--- src/rtl/cnn_pkg.sv ---
// Shared FSM encoding and sweep-size helper for the convolution window controller.
package cnn_pkg;

    typedef enum logic [1:0] {
        ST_IDLE = 2'd0,
        ST_RUN  = 2'd1,
        ST_DONE = 2'd2
    } state_t;

    function automatic int unsigned window_count(input int unsigned img_w,
                                                 input int unsigned img_h,
                                                 input int unsigned k);
        return (img_w - k + 1) * (img_h - k + 1);
    endfunction

endpackage

--- src/rtl/win_addr_gen.sv ---
// Combinational fan-out of a window base offset into K*K buffer read addresses.
module win_addr_gen #(
    parameter int unsigned K          = 5,
    parameter int unsigned IMG_W      = 28,
    parameter int unsigned ADDR_WIDTH = 32,
    parameter logic [ADDR_WIDTH-1:0] BASE_ADDR = '0
) (
    input  logic [ADDR_WIDTH-1:0]     base,
    output logic [K*K*ADDR_WIDTH-1:0] rd_addr_NP
);

    always_comb begin
        rd_addr_NP = '0;
        for (int unsigned ky = 0; ky < K; ky++) begin
            for (int unsigned kx = 0; kx < K; kx++) begin
                rd_addr_NP[(ky*K + kx)*ADDR_WIDTH +: ADDR_WIDTH] =
                    BASE_ADDR + base + ADDR_WIDTH'(ky*IMG_W + kx);
            end
        end
    end

endmodule

--- src/rtl/conv_window_ctrl.sv ---
// Row-major sliding-window sweep controller with valid/ready handshake and
// per-tap buffer read addresses.
module conv_window_ctrl
    import cnn_pkg::*;
#(
    parameter int unsigned IMG_W      = 28,
    parameter int unsigned IMG_H      = 28,
    parameter int unsigned K          = 5,
    parameter int unsigned ADDR_WIDTH = 32,
    parameter logic [ADDR_WIDTH-1:0] BASE_ADDR = '0
) (
    input  logic                      clk,
    input  logic                      rst,
    input  logic                      start,
    input  logic                      abort,
    input  logic                      win_ready,
    output logic                      win_valid,
    output logic [K*K*ADDR_WIDTH-1:0] rd_addr_NP,
    output logic [15:0]               win_row,
    output logic [15:0]               win_col,
    output logic                      win_last,
    output logic                      busy,
    output logic                      done
);

    if (K > IMG_W || K > IMG_H) begin : g_bad_kernel
        $error("conv_window_ctrl: kernel side K exceeds image dimensions");
    end

    localparam logic [15:0] LAST_COL = 16'(IMG_W - K);
    localparam logic [15:0] LAST_ROW = 16'(IMG_H - K);

    state_t                  state, state_next;
    logic [15:0]             row_next, col_next;
    logic [ADDR_WIDTH-1:0]   base, base_next;
    logic                    xfer, at_last;

    assign win_valid = (state == ST_RUN);
    assign busy      = (state != ST_IDLE);
    assign done      = (state == ST_DONE);
    assign at_last   = (win_row == LAST_ROW) && (win_col == LAST_COL);
    assign win_last  = win_valid && at_last;
    assign xfer      = win_valid && win_ready;

    always_ff @(posedge clk or posedge rst) begin
        if (rst) begin
            state   <= ST_IDLE;
            win_row <= '0;
            win_col <= '0;
            base    <= '0;
        end else begin
            state   <= state_next;
            win_row <= row_next;
            win_col <= col_next;
            base    <= base_next;
        end
    end

    // base tracks win_row*IMG_W+win_col incrementally: +1 along a row, +K on wrap
    always_comb begin
        state_next = state;
        row_next   = win_row;
        col_next   = win_col;
        base_next  = base;
        case (state)
            ST_IDLE: begin
                if (start) state_next = ST_RUN;
            end
            ST_RUN: begin
                if (abort) begin
                    state_next = ST_IDLE;
                    row_next   = '0;
                    col_next   = '0;
                    base_next  = '0;
                end else if (xfer) begin
                    if (at_last) begin
                        state_next = ST_DONE;
                        row_next   = '0;
                        col_next   = '0;
                        base_next  = '0;
                    end else if (win_col == LAST_COL) begin
                        row_next  = win_row + 16'd1;
                        col_next  = '0;
                        base_next = base + ADDR_WIDTH'(K);
                    end else begin
                        col_next  = win_col + 16'd1;
                        base_next = base + ADDR_WIDTH'(1);
                    end
                end
            end
            ST_DONE: state_next = ST_IDLE;
            default: state_next = ST_IDLE;
        endcase
    end

    win_addr_gen #(
        .K          (K),
        .IMG_W      (IMG_W),
        .ADDR_WIDTH (ADDR_WIDTH),
        .BASE_ADDR  (BASE_ADDR)
    ) u_addr (
        .base       (base),
        .rd_addr_NP (rd_addr_NP)
    );

endmodule

--- config.mk ---
export PLATFORM = sky130hd
export DESIGN_NAME = conv_window_ctrl
export DESIGN_NICKNAME = d
export VERILOG_FILES = /design/src/rtl/cnn_pkg.sv /design/src/rtl/win_addr_gen.sv /design/src/rtl/conv_window_ctrl.sv
export SDC_FILE = /design/constraint.sdc
export NUM_CORES = 1
export LEC_CHECK = 0
export ABC_CLOCK_PERIOD_IN_PS = 9800
export CAP_MARGIN = 0
export CELL_PAD_IN_SITES_DETAIL_PLACEMENT = 1
export CELL_PAD_IN_SITES_GLOBAL_PLACEMENT = 2
export CORE_AREA = 2 2 332 334
export CTS_CLUSTER_DIAMETER = 100
export DETAILED_ROUTE_END_ITERATION = 12
export DIE_AREA = 0 0 334 336
export PLACE_DENSITY_LB_ADDON = 0.15
export REMOVE_ABC_BUFFERS = 1
export SLEW_MARGIN = 20
export SYNTH_ARGS = -nofsm -noshare
export SYNTH_HDL_FRONTEND = slang
export SYNTH_SLANG_ARGS = --single-unit
--- constraint.sdc ---
create_clock -name clk -period 9.8 [get_ports clk]
set_input_delay 1.96 -clock clk [delete_from_list [all_inputs] [get_ports clk]]
set_output_delay 1.96 -clock clk [all_outputs]
set_load 0.005 [all_outputs]
After elaboration in Yosys (flattened, before gate mapping)
Cells that the tools add are included.
{"block": "word_totals", "ff_bits": 66, "latch_bits": 0, "ramBits": 0, "mem_bits_ro": 0, "in_bits": 5, "output_inout_bits": 836, "elab_cells": 65, "mem_count": 0}
{"block": "classes", "addsub": 27, "multipliers": 0, "div_mod_pow": 0, "magnitude_cmp": 0, "eq_ne": 7, "n_shift": 0, "mux": 17, "bitwise_logic": 0, "reduce_logical": 10}
{"cell": "adder 32 x 7 -> 32 bit (second input constant)", "n": 10}
{"cell": "adder 32 x 6 -> 32 bit (second input constant)", "n": 6}
{"cell": "adder 32 x 5 -> 32 bit (second input constant)", "n": 4}
{"cell": "two-way mux 16 bit", "n": 8}
{"cell": "two-way mux 32 bit", "n": 4}
{"cell": "adder 32 x 2 -> 32 bit (second input constant)", "n": 2}
{"cell": "adder 32 x 3 -> 32 bit (second input constant)", "n": 2}
{"cell": "adder 16 x 1 -> 16 bit (second input constant)", "n": 2}
{"cell": "adder 32 x 1 -> 32 bit (second input constant)", "n": 1}
{"cell": "equality test 16 x 5 -> 1 bit (second input constant)", "n": 2}
{"cell": "two-way mux 2 bit", "n": 4}
{"cell": "inequality test 3 x 2 -> 1 bit (second input constant)", "n": 2}
{"cell": "AND reduction 3 bit", "n": 2}
{"cell": "case mux 2 bit (2 select lines)", "n": 1}
{"cell": "nonzero test 2 bit", "n": 2}
{"cell": "logical AND 1 bit", "n": 3}
{"cell": "nonzero test 3 bit", "n": 1}
{"cell": "equality test 2 x 1 -> 1 bit (second input constant)", "n": 1}
{"cell": "equality test 2 bit (second input constant)", "n": 1}
{"cell": "logical NOT 2 bit", "n": 1}
{"cell": "inequality test 2 bit (second input constant)", "n": 1}
{"cell": "AND reduction 2 bit", "n": 1}

Depth between registers and ports, before layout
Gate-level depths: netlist of run 1.
{"block": "logic_depth", "word_depth": 6, "depth_mapped": 13}

Hierarchy
From an unflattened synthesis of run 1, not the netlist that was laid out.
{"block": "hier_totals", "cells_unflattened": 2189, "hier_area_um2": 15245.9}
{"mod": "win_addr_gen", "n_inst": 1, "cells_per_inst": 1818, "area_per_inst_um2": 11629.9, "seq_area_each_um2": 0.0}
{"mod": "conv_window_ctrl", "n_inst": 1, "cells_per_inst": 371, "area_per_inst_um2": 3616.0, "seq_area_each_um2": 1651.6}

Worst setup path after synthesis of run 1
No wires, ideal clock.
{"block": "synth_path", "path_kind": "reg-to-output", "startpoint": "reg base[0]", "endpoint": "out rd_addr_NP[764]", "arrival_ps": 2919, "required_time_ps": 7840, "setup_slack_ps": 4921, "stages_incl_launch_ff": 11, "n_path_buf": 3, "path_cell_list": "dfrtp_1 > clkbuf_1 > clkbuf_1 > inv_1 > ha_1 > clkbuf_1 > o21ai_0 > o21ai_0 > nor2_1 > nand3_1 > xnor2_1"}
{"block": "synth_via", "elab_chain_len": 1}
{"item": "start, declared", "line_no": "conv_window_ctrl.sv:35", "text": "logic [ADDR_WIDTH-1:0] base, base_next;"}
{"item": "start signal, assigned", "line_no": "conv_window_ctrl.sv:55", "text": "base <= base_next;"}
{"item": "adder 32 x 7 -> 32 bit", "line_no": "win_addr_gen.sv:17", "text": "BASE_ADDR + base + ADDR_WIDTH'(ky*IMG_W + kx);"}
{"item": "end, declared", "line_no": "conv_window_ctrl.sv:18", "text": "output logic [K*K*ADDR_WIDTH-1:0] rd_addr_NP,"}
No other way between the ends.

Final worst setup path of run 1
{"block": "layout_path", "startpoint": "reg base[5]", "endpoint": "out rd_addr_NP[50]"}
{"block": "layout_via", "elab_chain_len": 1}
{"item": "adder 32 x 1 -> 32 bit", "line_no": "win_addr_gen.sv:17"}
No other way between the ends.

==> results of run 1 <==
[layout make-up]
type                       instances  area [µm²]
antenna                            5        12.5
clock buffer                       9         225
clock inverter                     7        98.8
fill                           13019       83700
inverter                          38         144
multi-input combinational       1831       11900
sequential                        66        1690
tap                             1414        1770
timing repair buffer             900        8860
[critical path: stages, from the launching register on]
cell and delay, ns:
dfrtp_2 0.63, buf_4 0.47, ha_1 0.73, nand2_1 0.53
nor3_1 0.73, and2_1 0.35, nand2_1 0.10, xnor2_1 0.57
clkdlybuf4s50_1 0.71
[stage by stage]
step	util	power [µW]	setup slack [ns]
6_report	0.228	1120	2.62
5_1_grt	0.228	1170	2.42
4_1_cts	0.228	1150	2.55
3_5_place_dp	0.225	756	2.98
3_3_place_gp	0.225	757	2.92
2_1_floorplan	-	425	4.47
[per-layer routing]
layer	part of all wire	wire length (µm)	vias to the layer above	track usage
met5	0	0	-	0
met4	0.022	2920	0	0.0477
met3	0.055	7200	88	0.0393
met2	0.52	68800	654	0.425
met1	0.40	52500	9422	0.258
li1	-	-	8234	-
[worst min path at each step]
| stage | from | endpoint | slack, ns | depth (start not counted) |
|---|---|---|---|---|
| 3_3_place_gp | state[1] | state[1] | 0.48 | 1 |
| 4_1_cts | state[1] | state[1] | 0.50 | 1 |
| 6_report | state[1] | state[1] | 0.50 | 1 |
| 2_1_floorplan | state[1] | state[1] | 0.46 | 1 |
| 5_1_grt | state[1] | state[1] | 0.54 | 1 |
| 3_5_place_dp | state[1] | state[1] | 0.49 | 1 |
[kinds of logic (layout without fill, tap and decap cells)]
family	after synthesis	in the layout	synth area share
other	0	5	0
adder cells (fa/ha/maj)	26	26	0.0217
AO/OA/AOI/OAI	210	210	0.0873
XOR/XNOR	690	690	0.403
buffers and inverters	287	954	0.0978
flip-flops	66	66	0.110
multiplexers	4	4	0.00276
AND/OR/NAND/NOR	901	901	0.277
[synth_stat cells (16+ instances only)]
| cell type | number | share of area |
|---|---|---|
| xnor2_1 | 399 | 0.23 |
| nand2_1 | 337 | 0.084 |
| nor2_1 | 296 | 0.074 |
| xor2_1 | 291 | 0.17 |
| buf_4 | 89 | 0.045 |
| clkbuf_1 | 78 | 0.020 |
| a21oi_1 | 66 | 0.022 |
| dfrtp_1 | 66 | 0.11 |
| nand3_1 | 65 | 0.022 |
| o21ai_0 | 46 | 0.015 |
| buf_2 | 43 | 0.014 |
| buf_1 | 39 | 0.0098 |
| inv_1 | 36 | 0.0090 |
| nor3_1 | 33 | 0.011 |
| nand4_1 | 27 | 0.011 |
| ha_1 | 26 | 0.022 |
| and2_1 | 18 | 0.0075 |
| a21o_1 | 17 | 0.0085 |
| and4_1 | 17 | 0.0099 |
| a31oi_1 | 16 | 0.0067 |
| and3_1 | 16 | 0.0067 |
| nand2b_1 | 16 | 0.0067 |
[state kept, by name (all words and copies together) (netlist names)]
signal	cells
base	32
state	2
win_col	16
win_row	16
[power groups by stage]
stage	Combinational, µW	Sequential (µW)	Clock, µW
2_1_floorplan	111	314	0
3_3_place_gp	455	302	0
3_5_place_dp	454	302	0
4_1_cts	457	297	395
5_1_grt	471	299	403
6_report	445	297	382
==> results.json, run 1 <==
{
  "finalHoldViolations": 0,
  "fp.dieH_um": 336,
  "insertion_delay_ns": 0.36,
  "core_um2": 108000,
  "hpwl_um": 104000,
  "nets": 2877,
  "required_ns": 7.84,
  "crit_path_max_fanout": 15,
  "gp_congestion": 0.857,
  "hold_slack_ns": 0.501,
  "via_count": 18398,
  "grt_pass1_vias": 19430,
  "dieArea_um2": 112000,
  "ir_drop_uv": 74.0,
  "initial_core_util": 0.138,
  "seq_power_share": 0.264,
  "drtIter0Drc": 944,
  "finClkSkew_ns": 0.0120,
  "placedInstanceArea_um2": 24400,
  "p_leak_uw": 0.00954,
  "grt_max_degree": 67,
  "htreeDepth": 3,
  "track_usage": 0.223,
  "ctsHoldBuffers": 0,
  "slew_headroom": 0.196,
  "status": "completed",
  "drv_slew": 0,
  "cp-endpoint": "rd_addr_NP[50]",
  "synth.distinct_cells": 78,
  "ys_seq_area_frac": 0.110,
  "reg2reg_slack_ns": 5.35,
  "cts.repair_timing.setup_buffer_count": 0,
  "ys.flop_type": "dfrtp_1",
  "numPortBuffers": 840,
  "area_growth_pct": 64.8,
  "syn_avg_cell_area_um2": 6.86,
  "grt_setup_unrepaired": "no",
  "max_freq_mhz": 139,
  "timing.rr.end": "base[18]",
  "synth_edf_count": 0,
  "stdcell_area_um2": 24700,
  "clkTransAtPathRegs_ns": 0.07,
  "cts_root_buf": "clkbuf_16",
  "final_cell_mix": "840 x clkdlybuf4s50_1, 399 x xnor2_1, 337 x nand2_1",
  "grt_first_pass_wirelength_um": 176000,
  "tns_ns": 0,
  "die_w_um": 334,
  "cts_tree": "done",
  "combPwrFrac": 0.396,
  "cp.arrival_ns": 5.22,
  "vias_per_cell": 4.31,
  "detail-route-antenna-nets": 0,
  "final_cells": 4270,
  "pwr-share-clk": 0.340,
  "drc": 0,
  "clockBufferDepth": 2,
  "overflow": 0,
  "powerDensity_nw_per_um2": 45.5,
  "synthCells": 2184,
  "async_flop_share": 1.00,
  "setup_violations": 0,
  "hold_path.class": "reg2reg",
  "startpoint": "base[5]",
  "cts_made_buffers": 9,
  "r2r-start": "base[5]",
  "final_common_cell": "clkdlybuf4s50_1",
  "power.internal_uw": 707,
  "antenna_found_initial": 8,
  "drt_pass1_iterations": 5,
  "dp_cells": 4249,
  "yosysWarningCount": 0,
  "timing.critical_path.from_type": "flop",
  "synth_area_um2": 15000,
  "ctsResizeCount": 0,
  "tightest_slew_ns": 1.20,
  "drive_gt1_frac": 0.0537,
  "clock_sinks": 66,
  "rows": 121,
  "period_minus_slack_ns": 7.18,
  "cap_viol_max_count": 0,
  "drt_wl_total_um": 131000,
  "ys_ff_latch": 66,
  "wl_per_cell_um": 30.8,
  "finalCritPeriodShare": 0.733,
  "reg2reg_depth": 8,
  "netSwitchingFraction": 0.371,
  "power.switching_uw": 417,
  "end_kind": "output pin",
  "io_pins": 841,
  "path_class": "reg2out"
}
Note: power is estimated with default switching activity, not from simulation.
==> run 2: changes to the inputs <==
--- a/config.mk
+++ b/config.mk
@@ -5,14 +5,14 @@
 export SDC_FILE = /design/constraint.sdc
 export NUM_CORES = 1
 export LEC_CHECK = 0
-export ABC_CLOCK_PERIOD_IN_PS = 9800
+export ABC_CLOCK_PERIOD_IN_PS = 7200
 export CAP_MARGIN = 0
 export CELL_PAD_IN_SITES_DETAIL_PLACEMENT = 1
 export CELL_PAD_IN_SITES_GLOBAL_PLACEMENT = 2
-export CORE_AREA = 2 2 332 334
+export CORE_AREA = 2 2 330 332
 export CTS_CLUSTER_DIAMETER = 100
 export DETAILED_ROUTE_END_ITERATION = 12
-export DIE_AREA = 0 0 334 336
+export DIE_AREA = 0 0 332 334
 export PLACE_DENSITY_LB_ADDON = 0.15
 export REMOVE_ABC_BUFFERS = 1
 export SLEW_MARGIN = 20
==> constraint.sdc (replaced) <==
create_clock -name clk -period 7.2 [get_ports clk]
set_input_delay 1.44 -clock clk [delete_from_list [all_inputs] [get_ports clk]]
set_output_delay 1.44 -clock clk [all_outputs]
set_load 0.005 [all_outputs]
==> results.json, run 2 (synthesis results as in run 1) <==
{
  "status": "completed",
  "reg2reg_depth": 6,
  "final_common_cell": "clkdlybuf4s50_1",
  "drive_gt1_frac": 0.0593,
  "largest_register_ffs": 32,
  "slew_headroom": 0.265,
  "cts_tree": "done",
  "rows": 121,
  "track_usage": 0.229,
  "grt_pass1_vias": 19755,
  "finalCritPeriodShare": 0.843,
  "dp_cells": 4265,
  "fp.dieH_um": 334,
  "antenna_found_initial": 3,
  "detail-route-antenna-nets": 0,
  "hold_path.class": "reg2reg",
  "startpoint": "base[8]",
  "end_kind": "output pin",
  "cts.repair_timing.setup_buffer_count": 0,
  "cts_root_buf": "clkbuf_16",
  "finClkSkew_ns": 0.0123,
  "drtIter0Drc": 900,
  "die_w_um": 332,
  "tns_ns": 0,
  "drv_slew": 0,
  "drc": 0,
  "clkTransAtPathRegs_ns": 0.07,
  "crit_path_max_fanout": 26,
  "reg_top3": "base x32, win_col x16, win_row x16",
  "hp-start": "base[31]",
  "vias_per_cell": 4.32,
  "timing.critical_path.from_type": "flop",
  "drt_wl_total_um": 133000,
  "area_growth_pct": 65.5,
  "htreeDepth": 3,
  "tightest_slew_ns": 1.10,
  "final_cells": 4282,
  "path_class": "reg2out",
  "timing.rr.end": "base[15]",
  "n_antenna_cell": 0,
  "hpwl_um": 106000,
  "ir_drop_uv": 106,
  "setup_violations": 0,
  "required_ns": 5.76,
  "powerDensity_nw_per_um2": 59.3,
  "r2r-start": "base[6]",
  "gp_congestion": 0.836,
  "cp-endpoint": "rd_addr_NP[247]",
  "via_count": 18495,
  "nets": 2894,
  "clockBufferDepth": 2,
  "cap_viol_max_count": 0,
  "final_cell_mix": "840 x clkdlybuf4s50_1, 399 x xnor2_1, 337 x nand2_1",
  "ctsHoldBuffers": 0,
  "wl_per_cell_um": 31.0,
  "overflow": 0,
  "finalHoldViolations": 0,
  "reg2reg_slack_ns": 3.30,
  "cts_made_buffers": 9,
  "p_leak_uw": 0.00961,
  "ctsResizeCount": 0,
  "grt_setup_unrepaired": "no",
  "initial_core_util": 0.139,
  "grt_first_pass_wirelength_um": 179000,
  "cp.arrival_ns": 4.63,
  "period_minus_slack_ns": 6.07,
  "clock_sinks": 66,
  "io_pins": 841,
  "max_freq_mhz": 165,
  "numPortBuffers": 840,
  "grt_max_degree": 67,
  "drt_pass1_iterations": 4,
  "regMostFlops": "base",
  "core_um2": 108000,
  "insertion_delay_ns": 0.36,
  "dieArea_um2": 111000
}
[run 2: worst min-delay path by stage]
| stage | endpoint | slack [ns] | cells past startpoint |
|---|---|---|---|
| floorplan | state[1] | 0.46 | 1 |
| CTS | base[31] | 0.49 | 1 |
| detailed placement | base[31] | 0.48 | 1 |
| finish | base[31] | 0.49 | 1 |
| global placement | base[31] | 0.47 | 1 |
| global route | base[31] | 0.52 | 1 |
[run 2: stage by stage]
step / power [µW] / area [µm²] / hold slack, ns / utilization / setup WS [ns]
global route: 1540 / 24800 / 0.524 / 0.230 / 0.970
floorplan: 579 / 13700 / 0.459 / - / 2.39
global placement: 1030 / 24500 / 0.469 / 0.227 / 1.31
finish: 1470 / 24800 / 0.492 / 0.230 / 1.13
CTS: 1500 / 24800 / 0.488 / 0.230 / 1.06
detailed placement: 1020 / 24500 / 0.475 / 0.227 / 1.48
[run 2: cell type report]
cell class,count,area [µm²]
sequential,66,1690
timing repair buffer,917,9010
clock buffer,10,239
inverter,38,144
fill,12980,83000
clock inverter,6,48.8
multi-input combinational,1831,11900
tap,1414,1770
[run 2: layer usage]
layer  vias to the layer above  global-route usage  routed length, µm
met1                      9550               0.265              53800
li1                       8259                   -                  -
met2                       623               0.436              69700
met4                         0              0.0356               1780
met5                         -                   0                  0
met3                        63              0.0462               7330
[run 2: critical path, cell delays in order (launching register included)]
cell and delay [ns]:
dfrtp_4 0.80, buf_4 0.46, and4_1 0.58, nand2_1 0.51, nor2_1 0.90, nand2_1 0.15, xnor2_1 0.23, clkdlybuf4s50_1 0.61
[run 2: where the power goes]
part	internal (µW)	leakage, µW	switching, µW	total [µW]
combinational	274	0.00861	323	597
sequential	385	0.000868	28.0	413
clock	246	0.000132	215	461
